File: src/rtl/bcd_xs3_pkg.sv
// Shared types and constants for the BCD to excess-3 word sequencer.
package bcd_xs3_pkg;

  typedef logic [3:0] bcd_digit_t;

  typedef enum logic [1:0] {
    IDLE,
    CONV,
    DONE
  } seq_state_t;

  localparam bcd_digit_t XS3_OFFSET = 4'd3;
  localparam bcd_digit_t BCD_MAX    = 4'd9;

endpackage

File: src/rtl/bcd_to_xs3.sv
// Single-digit combinational BCD to excess-3 converter; result wraps mod 16.
module bcd_to_xs3
  import bcd_xs3_pkg::*;
(
  input  bcd_digit_t bcd,
  output bcd_digit_t xs3
);

  assign xs3 = bcd + XS3_OFFSET;

endmodule

File: src/rtl/bcd_xs3_seq_ctrl.sv
// Converts a packed NDIG-digit BCD word to excess-3, one digit per cycle, LSD first.
// Optional sticky non-BCD digit flag enabled by defining BCD_CHECK_EN.
module bcd_xs3_seq_ctrl
  import bcd_xs3_pkg::*;
#(
  parameter int unsigned NDIG = 4
) (
  input  logic            clk,
  input  logic            rst,
  input  logic            in_valid,
  output logic            in_ready,
  input  logic [4*NDIG-1:0] in_bcd,
  output logic            out_valid,
  input  logic            out_ready,
  output logic [4*NDIG-1:0] out_xs3,
  output logic            busy,
  output logic            err
);

  localparam int unsigned W  = 4 * NDIG;
  localparam int unsigned CW = (NDIG > 1) ? $clog2(NDIG) : 1;
  localparam logic [CW-1:0] CntLast = CW'(NDIG - 1);

  seq_state_t    state_q, state_d;
  logic [CW-1:0] cnt_q, cnt_d;
  logic [W-1:0]  shreg_q, shreg_d;
  logic [W-1:0]  out_q, out_d;
  bcd_digit_t    digit_xs3;

  bcd_to_xs3 u_conv (
    .bcd (shreg_q[3:0]),
    .xs3 (digit_xs3)
  );

`ifdef BCD_CHECK_EN
  logic err_q, err_d;
`endif

  always_comb begin
    state_d = state_q;
    cnt_d   = cnt_q;
    shreg_d = shreg_q;
    out_d   = out_q;
`ifdef BCD_CHECK_EN
    err_d   = err_q;
`endif
    unique case (state_q)
      IDLE: begin
        if (in_valid) begin
          shreg_d = in_bcd;
          cnt_d   = '0;
`ifdef BCD_CHECK_EN
          err_d   = 1'b0;
`endif
          state_d = CONV;
        end
      end
      CONV: begin
        out_d[{cnt_q, 2'b00} +: 4] = digit_xs3;
        shreg_d = shreg_q >> 4;
        cnt_d   = cnt_q + 1'b1;
`ifdef BCD_CHECK_EN
        if (shreg_q[3:0] > BCD_MAX) err_d = 1'b1;
`endif
        if (cnt_q == CntLast) begin
          cnt_d   = '0;
          state_d = DONE;
        end
      end
      DONE: begin
        if (out_ready) state_d = IDLE;
      end
      default: state_d = IDLE;
    endcase
  end

  always_ff @(posedge clk) begin
    if (rst) begin
      state_q <= IDLE;
      cnt_q   <= '0;
      shreg_q <= '0;
      out_q   <= '0;
`ifdef BCD_CHECK_EN
      err_q   <= 1'b0;
`endif
    end else begin
      state_q <= state_d;
      cnt_q   <= cnt_d;
      shreg_q <= shreg_d;
      out_q   <= out_d;
`ifdef BCD_CHECK_EN
      err_q   <= err_d;
`endif
    end
  end

  // in_ready depends on state only, never on in_valid
  assign in_ready  = (state_q == IDLE);
  assign out_valid = (state_q == DONE);
  assign busy      = (state_q != IDLE);
  assign out_xs3   = out_q;

`ifdef BCD_CHECK_EN
  assign err = err_q;
`else
  assign err = 1'b0;
`endif

endmodule

File: config.mk
export PLATFORM = sky130hd
export DESIGN_NAME = bcd_xs3_seq_ctrl
export DESIGN_NICKNAME = d
export VERILOG_FILES = /design/src/rtl/bcd_xs3_pkg.sv /design/src/rtl/bcd_to_xs3.sv /design/src/rtl/bcd_xs3_seq_ctrl.sv
export SDC_FILE = /design/constraint.sdc
export NUM_CORES = 1
export LEC_CHECK = 0
export CAP_MARGIN = 40
export CORE_MARGIN = 2
export CORE_UTILIZATION = 45
export CTS_CLUSTER_SIZE = 30
export DETAILED_ROUTE_END_ITERATION = 6
export GPL_TIMING_DRIVEN = 0
export PLACE_DENSITY = 0.76
export SYNTH_ARGS = -nofsm -noshare
export SYNTH_HDL_FRONTEND = slang
export SYNTH_SLANG_ARGS = --single-unit
File: constraint.sdc
create_clock -name clk -period 1.6 [get_ports clk]
set_input_delay 0.4 -clock clk [delete_from_list [all_inputs] [get_ports clk]]
set_output_delay 0.4 -clock clk [all_outputs]
set_load 0.01 [all_outputs]
==> metrics.txt, run 1 <==
initial drt markers 126; Synth Register Bits 36; CTS root buf clkbuf_8; io pins 40; run status finished clean; Multi-input gate area 950 µm²; WP data arrival between 1.5 and 2 ns; endpoints failing hold 0; Combinational Power Share 0.168; Slew headroom 0.650; TritonCTS clock tree built; Core Util, Final 0.658; CP endpoint kind flip-flop; sequential area share after synthesis 0.408; crit path time final 1.59 ns; largest net degree at the start of global routing 13; Worst path slowest cell or4_1; Tot GR Track Use 0.213; H-tree depth 2; WL/cell roughly 14 µm; post-route setup slack 0.0137 ns; vias per inst 5.45; Static Leak 1.13 nW; crit-path max cell delay 0.52 ns; Synth Flop Type dfxtp_1; vias in the first global route 1,490; switching share of power 0.255; mean post-synth cell area 8.45 µm²; total die area 4440 µm²; Final ANT Viol Nets 0; CP max FO 3; Final nets about 280; EDFF count, synth 0; Port Buffers 36; P_sw roughly 0.00054 W; Worst Tran Pin Value around 0.52 ns; FFs w/ async S/R, synth 0; Post-Layout Cell Count 307; dpl ws -0.294 ns; critical path required time about 1.8 ns; Mapped Area 1770 µm²; first-pass GRT wire length 7110 µm; Initial Util 0.475; commonest non-fill, non-tap cells in the layout a21oi_1, dfxtp_1, nor2_1; finished layout cell area 2440 µm²; Layout area overhead 38.4%; register area 738 µm²; Die Ht 66.6 µm; met2 usage in global routing 0.345; CTS sink cnt 36; Reg clk slew, reported paths roughly 0.07 ns; busiest grt layer met2; Core Box Area around 3700 µm²; CTS Buf Count 5; Yosys warning total 0; DRC 0; met3 Use GR 0.0422; final wirelength 4420 µm; internal cell power 0.00158 W; pwr/cell area 866 nW/µm²; Peak VDD IR 0.000729 V; Setup Crit Path Kind reg2reg; final period utilization 0.991; placed cells 293; final HPWL from detailed placement around 3000 µm; die extent in x ~67 µm; Placed Area 2190 µm²; share of cells above drive strength 1 0.189; 1st-pass router iterations 4; commonest non-fill, non-tap cell in the layout a21oi_1; sequential share of power 0.462; Setup Viol. Count Final 0; Yosys cell types 33; clock latency on the worst-skew pair a little under 0.3 ns; fill count 323; routed vias ~1,700; Mapped Cells roughly 210; Max Cap Violations 0; worst hold slack 0.454 ns; CP Launch Type flip-flop; Longest Clk Path Bufs 2; Mapped Nets between 200 and 250; diodes inserted 0; crit-path cells inv_1 > ha_1 > xor2_1 > or4_1 > a21oi_2; RSZ-0062 raised after global routing false; RePlAce Congestion 0.824; max-slew violation count 0; row cnt 22; hold_buf cts 0; GR met1 Demand/Resource 0.279; GRT overflow 0; Clock Skews 0.00889 ns; Clk network pwr share 0.370; class of the worst hold path reg2reg; initial antenna violation count 0; Fmax 0.630 GHz
power by group through the flow:
stage	clock network (W)	registers [W]	logic, W
6_report	0.000784	0.000978	0.000355
5_1_grt	0.000845	0.000982	0.000390
4_1_cts	0.000800	0.000975	0.000344
3_5_place_dp	0	0.00100	0.000320
3_3_place_gp	0	0.00100	0.000316
2_1_floorplan	0	0.000995	0.000206
critical path, delay by kind of cell (launching register included):
| kind | cells | cell delay, ns |
|---|---|---|
| buffers and inverters | 1 | 0.07 |
| AOI/OAI and AO/OA | 1 | 0.15 |
| and+or+nand+nor | 1 | 0.52 |
| xor gates and xnor gates | 1 | 0.20 |
| DFF | 1 | 0.35 |
| adders and majority gates | 1 | 0.23 |
Yosys cell counts (all sizes together), types with 3 or more instances:
cell type / count / share of area
nor2b: 5 / 0.018
o32ai: 8 / 0.040
ha: 5 / 0.035
a32oi: 5 / 0.025
nand3b: 5 / 0.028
clkbuf: 6 / 0.013
o221a: 10 / 0.064
nand2: 8 / 0.017
a21oi: 32 / 0.091
or4: 3 / 0.013
nand2b: 8 / 0.028
buf: 9 / 0.029
inv: 18 / 0.038
nor2: 30 / 0.064
dfxtp: 36 / 0.41
kinds of logic after synthesis:
group / after synthesis / share of synthesized area
AO/OA/AOI/OAI: 62 / 0.247
flip-flops: 36 / 0.408
multiplexers: 2 / 0.0113
buffers and inverters: 33 / 0.0801
XOR/XNOR: 2 / 0.00992
AND/OR/NAND/NOR: 68 / 0.206
other: 1 / 0.00212
adder cells (fa/ha/maj): 5 / 0.0354
worst paths after layout:
check	from	end	slack (ns)	cells past startpoint
setup reg to reg	shreg_q[0]$_SDFFE_PP0P_	out_xs3[2]$_SDFFE_PP0P_	0.01	5
setup / recovery	shreg_q[0]$_SDFFE_PP0P_	out_xs3[2]$_SDFFE_PP0P_	0.01	5
hold reg to reg	out_xs3[1]$_SDFFE_PP0P_	out_xs3[1]$_SDFFE_PP0P_	0.45	2
hold / removal	out_xs3[1]$_SDFFE_PP0P_	out_xs3[1]$_SDFFE_PP0P_	0.45	2
timing repair:
item | in CTS | in global routing
setup endpoints to repair | 18 | 20
pin swaps | 3 | 1
setup buffers | 6 | 0
resized for setup | 25 | 19
through the flow:
stage	total power [W]	setup TNS [ns]
floorplan	0.00120	0
global placement	0.00132	-2.70
detailed placement	0.00132	-2.88
CTS	0.00212	0
global route	0.00222	0
finish	0.00212	0
routing by layer:
layer / vias up / wire (µm)
li1: 834 / -
met1: 786 / 2030
met2: 50 / 2130
met3: 4 / 213
met4: 0 / 47
met5: - / 0
flip-flops by register name, summed over array words and instances (netlist names):
name     count
cnt_q        2
shreg_q     16
state_q      2
out_xs3     16
cell type report:
type                       instances  share of cell area
buffer                            15              0.0358
clock buffer                       5              0.0282
clock inverter                     3              0.0174
inverter                          18              0.0276
multi-input combinational        140               0.389
sequential                        36               0.302
tap                               48              0.0246
timing repair buffer              42               0.176
Note: power is estimated with default switching activity, not from simulation.
==> run 2: changes to the inputs <==
--- a/config.mk
+++ b/config.mk
@@ -5,13 +5,14 @@
 export SDC_FILE = /design/constraint.sdc
 export NUM_CORES = 1
 export LEC_CHECK = 0
+export ABC_AREA = 1
 export CAP_MARGIN = 40
 export CORE_MARGIN = 2
-export CORE_UTILIZATION = 45
+export CORE_UTILIZATION = 43
 export CTS_CLUSTER_SIZE = 30
 export DETAILED_ROUTE_END_ITERATION = 6
 export GPL_TIMING_DRIVEN = 0
-export PLACE_DENSITY = 0.76
+export PLACE_DENSITY = 0.75
 export SYNTH_ARGS = -nofsm -noshare
 export SYNTH_HDL_FRONTEND = slang
 export SYNTH_SLANG_ARGS = --single-unit
==> metrics.txt, run 2 <==
Setup Viol. Count Final 0 (unchanged); pwr/cell area 894 nW/µm² (+3.2%); 1st-pass router iterations 4 (unchanged); Mapped Nets 218 (-6.8%); Static Leak 0.866 nW (-23%); Tot GR Track Use 0.190 (-0.0229); critical path required time 1.20 ns (-0.61 ns); most common cell in the netlist dfxtp_1; Critical R2R Launch cnt_q[0]$_SDFFE_PP0P_; worst hold slack 0.467 ns (+0.0138 ns); r2r setup slk 0.12 ns (+0.11 ns); crit path time final 1.50 ns (-0.0831 ns); end of the worst register-to-register path out_xs3[11]$_SDFFE_PP0P_; routed vias 1,499 (-10%); crit path launch state_q[1]$_SDFFE_PP0P_; Worst Reg2Reg Path Length in Cells 6 (+1); Setup Crit Path Kind reg2out; vias in the first global route 1,372 (-7.9%); diodes inserted 0 (unchanged); Core Util, Final 0.625 (-0.0326); total die area 4040 µm² (-9.1%); CP max FO 3 (unchanged); Synth area leaders dfxtp_1, a21oi_1, nand2_1, o22ai_1, ha_1; clock latency on the worst-skew pair 0.34 ns (+0.05 ns); RSZ-0062 raised after global routing false; largest net degree at the start of global routing 11 (-2); DRC 0 (unchanged); Port Buffers 38 (+5.6%); Worst Setup EP busy; hold_buf cts 0 (unchanged); dominant cell type by area after synthesis dfxtp_1; endpoints failing hold 0 (unchanged); setup TNS 0 ns (unchanged); final wirelength 3590 µm (-19%); EDFF count, synth 0 (unchanged); TritonCTS clock tree built; io pins 40 (unchanged); run status finished clean; first-pass GRT wire length 6020 µm (-15%); Synth Flop Type dfxtp_1; Fmax 0.665 GHz (+5.5%); Final nets 271 (-4.2%); P_sw 0.000534 W (-0.92%); initial drt markers 83 (-34%); CP endpoint kind primary output; commonest non-fill, non-tap cells in the layout nand2_1, a21oi_1, dfxtp_1; power after layout 0.00188 W (-11%); Max Cap Violations 0 (unchanged); Final ANT Viol Nets 0 (unchanged); class of the worst hold path reg2reg; dpl ws -0.204 ns (+0.0893 ns); WP data arrival 1.10 ns (-0.70 ns); row cnt 21 (-4.5%); Yosys warning total 0 (unchanged); initial antenna violation count 0 (unchanged); post-route setup slack 0.0967 ns (+0.0831 ns); commonest non-fill, non-tap cell in the layout nand2_1; final HPWL from detailed placement 2400 µm (-20%); Layout area overhead 37.9%; internal cell power 0.00134 W (-15%); RePlAce Congestion 0.818 (-0.72%); sequential area share after synthesis 0.473 (+0.0647); GRT overflow 0 (unchanged); Initial Util 0.453 (-0.0220); Mapped Area 1520 µm² (-14%); FFs w/ async S/R, synth 0 (unchanged); fill count 356 (+10%); share of cells above drive strength 1 0.150 (-0.0394); Peak VDD IR 0.000532 V (-27%); Longest Clk Path Bufs 2 (unchanged); CTS Buf Count 5 (unchanged); max-slew violation count 0 (unchanged); mean post-synth cell area 7.90 µm² (-6.5%); Synth top cells by count dfxtp_1, nand2_1, a21oi_1; Mapped Cells 193 (-7.7%); Clk network pwr share 0.268 (-0.102); Die Ht 63.5 µm (-4.7%); vias per inst 5.12 (-6.2%); Combinational Power Share 0.205 (+0.037); Core Box Area 3360 µm² (-9.5%); Synth Register Bits 36 (unchanged); switching share of power 0.284 (+0.0296); CP Launch Type flip-flop; sequential share of power 0.527 (+0.065); H-tree depth 2 (unchanged); CTS root buf clkbuf_4; WL/cell 12.2 µm (-15%); Reg clk slew, reported paths 0.10 ns (+0.03 ns); Clock Skews 0.00620 ns (-0.00268 ns); Yosys cell types 25 (-24%); CTS sink cnt 36 (unchanged); final period utilization 0.940 (-0.0519); die extent in x 63.5 µm (-4.7%); post-synth top area share 0.473 (+0.0647)
==> run 2: cell types whose count changed in the layout (fill, tap and decap cells not counted), sizes merged, moves of 11 or more <==
cell,before,now
o22ai,0,12
nand2,8,38
o21ai,2,14
dlygate4sd2,0,16
nor2,30,12
dlymetal6s2s,11,0
==> run 2: critical path: stages (launching register included) <==
cell and delay (ns):
dfxtp_4 0.38, nor2_4 0.12, inv_1 0.04, clkdlybuf4s15_1 0.22
==> run 2: logic make-up after synthesis <==
| kind of cell | share of synthesized area |
|---|---|
| other | 0.00246 |
| DFF | 0.473 |
| and+or+nand+nor | 0.194 |
| AOI/OAI and AO/OA | 0.218 |
| adders and majority gates | 0.0411 |
| buffers and inverters | 0.0657 |
| xor gates and xnor gates | 0.00575 |
==> run 2: power groups by stage <==
| stage | sequential (W) | combinational (W) | clock [W] |
|---|---|---|---|
| floorplan | 0.00100 | 0.000215 | 0 |
| global placement | 0.00101 | 0.000336 | 0 |
| detailed placement | 0.00101 | 0.000339 | 0 |
| CTS | 0.000990 | 0.000346 | 0.000510 |
| global route | 0.000999 | 0.000431 | 0.000557 |
| finish | 0.000990 | 0.000386 | 0.000503 |
==> run 2: final cells by class <==
type,instances,area (µm²),share of cell area
Tap cell,46,57.6,0.0274
Buffer,8,43.8,0.0208
Inverter,15,60.1,0.0286
Timing Repair Buffer,46,414,0.197
Clock buffer,8,58.8,0.0280
Multi-Input combinational cell,134,736,0.350
Sequential cell,36,732,0.348
==> run 2: routing by layer <==
metal,global-route usage,vias to the layer above,share of wire
met3,0.0607,7,0.039
met4,0.0815,0,0.013
met2,0.299,24,0.48
li1,-,762,-
met1,0.238,706,0.47
met5,0,-,0
==> run 2: worst min-delay path by stage <==
stage / to / depth (start not counted) / from / slack, ns
floorplan: shreg_q[12]$_SDFFE_PP0P_ / 2 / shreg_q[12]$_SDFFE_PP0P_ / 0.43
global placement: shreg_q[15]$_SDFFE_PP0P_ / 2 / shreg_q[15]$_SDFFE_PP0P_ / 0.45
detailed placement: out_xs3[10]$_SDFFE_PP0P_ / 2 / out_xs3[10]$_SDFFE_PP0P_ / 0.46
CTS: out_xs3[9]$_SDFFE_PP0P_ / 2 / out_xs3[9]$_SDFFE_PP0P_ / 0.47
global route: out_xs3[2]$_SDFFE_PP0P_ / 2 / out_xs3[2]$_SDFFE_PP0P_ / 0.49
finish: out_xs3[10]$_SDFFE_PP0P_ / 2 / out_xs3[10]$_SDFFE_PP0P_ / 0.47
==> run 2: stage by stage <==
step / instances / instance area [µm²]
final: 293 / 2100
after global routing: 293 / 2100
after CTS: 286 / 2040
after detailed placement: 277 / 1960
after global placement: 277 / 1960
after floorplan: 193 / 1520
==> run 2: timing repair <==
item | 4_1_cts | 5_1_grt
pin swaps | 1 | 1
setup buffers | 1 | 7
resized for setup | 32 | 8
setup endpoints to repair | 32 | 13
==> run 3: changes to the inputs <==
--- a/config.mk
+++ b/config.mk
@@ -9,10 +9,11 @@
 export CAP_MARGIN = 40
 export CORE_MARGIN = 2
 export CORE_UTILIZATION = 43
+export CTS_CLUSTER_DIAMETER = 100
 export CTS_CLUSTER_SIZE = 30
 export DETAILED_ROUTE_END_ITERATION = 6
 export GPL_TIMING_DRIVEN = 0
-export PLACE_DENSITY = 0.75
+export PLACE_DENSITY = 0.78
 export SYNTH_ARGS = -nofsm -noshare
 export SYNTH_HDL_FRONTEND = slang
 export SYNTH_SLANG_ARGS = --single-unit
==> metrics.txt, run 3 (synthesis results as in run 2) <==
run status finished clean; DRC 0 (unchanged); WL/cell 12.2 µm (about the same); GR met1 Demand/Resource 0.217 (-0.0216); initial drt markers 71 (-14%); setup TNS 0 ns (unchanged); crit-path cells clkinvlp_4 > ha_4 > nand3_2 > nor2_4 > nand4_1 > a21oi_1; Worst Reg2Reg Path Length in Cells 6 (unchanged); Peak VDD IR 0.000537 V (+1.0%); commonest non-fill, non-tap cells in the layout nand2_1, a21oi_1, dfxtp_1; H-tree depth 2 (unchanged); Core Util, Final 0.621 (-0.00372); first-pass GRT wire length 5690 µm (-5.5%); io pins 40 (unchanged); hold endpoint out_xs3[9]$_SDFFE_PP0P_; Hold Crit Start out_xs3[9]$_SDFFE_PP0P_; WP data arrival 1.82 ns (+0.72 ns); total die area 4040 µm² (unchanged); Clock Skews 0.00787 ns (+0.00167 ns); Longest Clk Path Bufs 2 (unchanged); Setup Crit Path Kind reg2reg; final period utilization 0.971 (+0.0319); Core Box Area 3360 µm² (unchanged); vias in the first global route 1,350 (-1.6%); Initial Util 0.453 (unchanged); Setup Viol. Count Final 0 (unchanged); clock latency on the worst-skew pair 0.34 ns (about the same); initial antenna violation count 0 (unchanged); final wirelength 3530 µm (-1.8%); Worst path slowest cell dfxtp_4; 1st-pass router iterations 4 (unchanged); WHS Path Cells 2 (unchanged); CP Launch Type flip-flop; share of cells above drive strength 1 0.136 (-0.0134); register area 732 µm² (unchanged); CP max FO 6 (+3); vias per inst 5.06 (-1.2%); r2r setup slk 0.05 ns (-0.07 ns); Layout area overhead 37.1%; Max Cap Violations 0 (unchanged); largest net degree at the start of global routing 11 (unchanged); met3 Use GR 0.0429 (-0.0179); endpoints failing hold 0 (unchanged); CP endpoint kind flip-flop; Static Leak 0.854 nW (-1.4%); row cnt 21 (unchanged); Top delay family on crit path simple AND/OR/NAND/NOR gates; finished layout cell area 2090 µm² (-0.60%); Tot GR Track Use 0.178 (-0.0122); CTS root buf clkbuf_4; final HPWL from detailed placement 2430 µm (+1.0%); max-slew violation count 0 (unchanged); commonest non-fill, non-tap cell in the layout nand2_1; routed vias 1,456 (-2.9%); CTS sink cnt 36 (unchanged); Multi-input gate area 748 µm² (+1.7%); power after layout 0.00189 W (+0.57%); critical path required time 1.87 ns (+0.67 ns); met2 usage in global routing 0.296 (-0.00263); Final ANT Viol Nets 0 (unchanged); GRT overflow 0 (unchanged); fill count 334 (-6.2%); Die Ht 63.5 µm (unchanged); critical path depth 6 (+3); RSZ-0062 raised after global routing true; TritonCTS clock tree built; diodes inserted 0 (unchanged); die extent in x 63.5 µm (unchanged); end of the worst register-to-register path out_xs3[7]$_SDFFE_PP0P_; Placed Area 1960 µm² (unchanged); pwr/cell area 904 nW/µm² (+1.2%); Critical R2R Launch cnt_q[0]$_SDFFE_PP0P_; Final nets 267 (-1.5%); crit-path max cell delay 0.42 ns (+0.04 ns); post-route setup slack 0.0458 ns (-0.0510 ns); crit path time final 1.55 ns (+0.0510 ns); Buf/Inv on CP 1 (-1); dpl ws -0.200 ns (+0.00414 ns); class of the worst hold path reg2reg; Reg clk slew, reported paths 0.10 ns (about the same); busiest grt layer met2; Port Buffers 38 (unchanged); CTS Buf Count 5 (unchanged); Fmax 0.643 GHz (-3.3%); RePlAce Congestion 0.776 (-5.1%)
[run 3: cell count changes in the layout (fill, tap and decap cells not counted), moves of 2 or more]
cell           before  now
clkbuf_1            6    4
buf_2               4    2
dlygate4sd2_1      16   18
nor2_4              2    4
buf_4               8    5
nor2_2              3    0
[run 3: timing repair]
action | CTS | global route
setup buffers | 1 | 3
gates resized for setup | 29 | 7
hold buffers | 0 | 0
setup endpoints to repair | 31 | 12
pin swaps | 1 | 2
[run 3: per-layer routing]
layer | vias to the layer above | part of all wire
met3 | 7 | 0.049
met4 | 0 | 0.017
li1 | 753 | -
met5 | - | 0
met1 | 658 | 0.44
met2 | 38 | 0.49
[run 3: through the flow]
step           instances  hold slack, ns
6_report             288           0.466
5_1_grt              288           0.484
4_1_cts              285           0.470
3_5_place_dp         277           0.458
3_3_place_gp         277           0.454
2_1_floorplan        193           0.434
[run 3: power breakdown]
group	internal [W]	switching [W]	total, W
registers	0.000950	0.0000417	0.000992
clock network	0.000249	0.000281	0.000530
logic	0.000168	0.000200	0.000368
total	0.00137	0.000523	0.00189
[run 3: worst reg2reg max path: stages (launching register included)]
cell and delay [ns]:
dfxtp_4 0.42, clkinvlp_4 0.17, ha_4 0.33, nand3_2 0.16, nor2_4 0.16, nand4_1 0.12
a21oi_1 0.13
[run 3: cell type report]
type	count	share of cell area
well taps	46	0.0275
multi-input cells	134	0.358
flip-flops and latches	36	0.350
plain buffers	8	0.0210
clock buffers	7	0.0311
inverters	15	0.0287
repair buffers	42	0.183
[run 3: worst max path at each step]
stage                               start                       to  slack, ns
global placement    cnt_q[0]$_SDFFE_PP0P_  out_xs3[7]$_SDFFE_PP0P_      -0.17
global route        cnt_q[0]$_SDFFE_PP0P_  out_xs3[6]$_SDFFE_PP0P_      -0.04
CTS                 cnt_q[0]$_SDFFE_PP0P_  out_xs3[7]$_SDFFE_PP0P_      0.008
floorplan           cnt_q[0]$_SDFFE_PP0P_  out_xs3[7]$_SDFFE_PP0P_       0.06
detailed placement  cnt_q[0]$_SDFFE_PP0P_  out_xs3[7]$_SDFFE_PP0P_      -0.20
finish              cnt_q[0]$_SDFFE_PP0P_  out_xs3[7]$_SDFFE_PP0P_       0.05
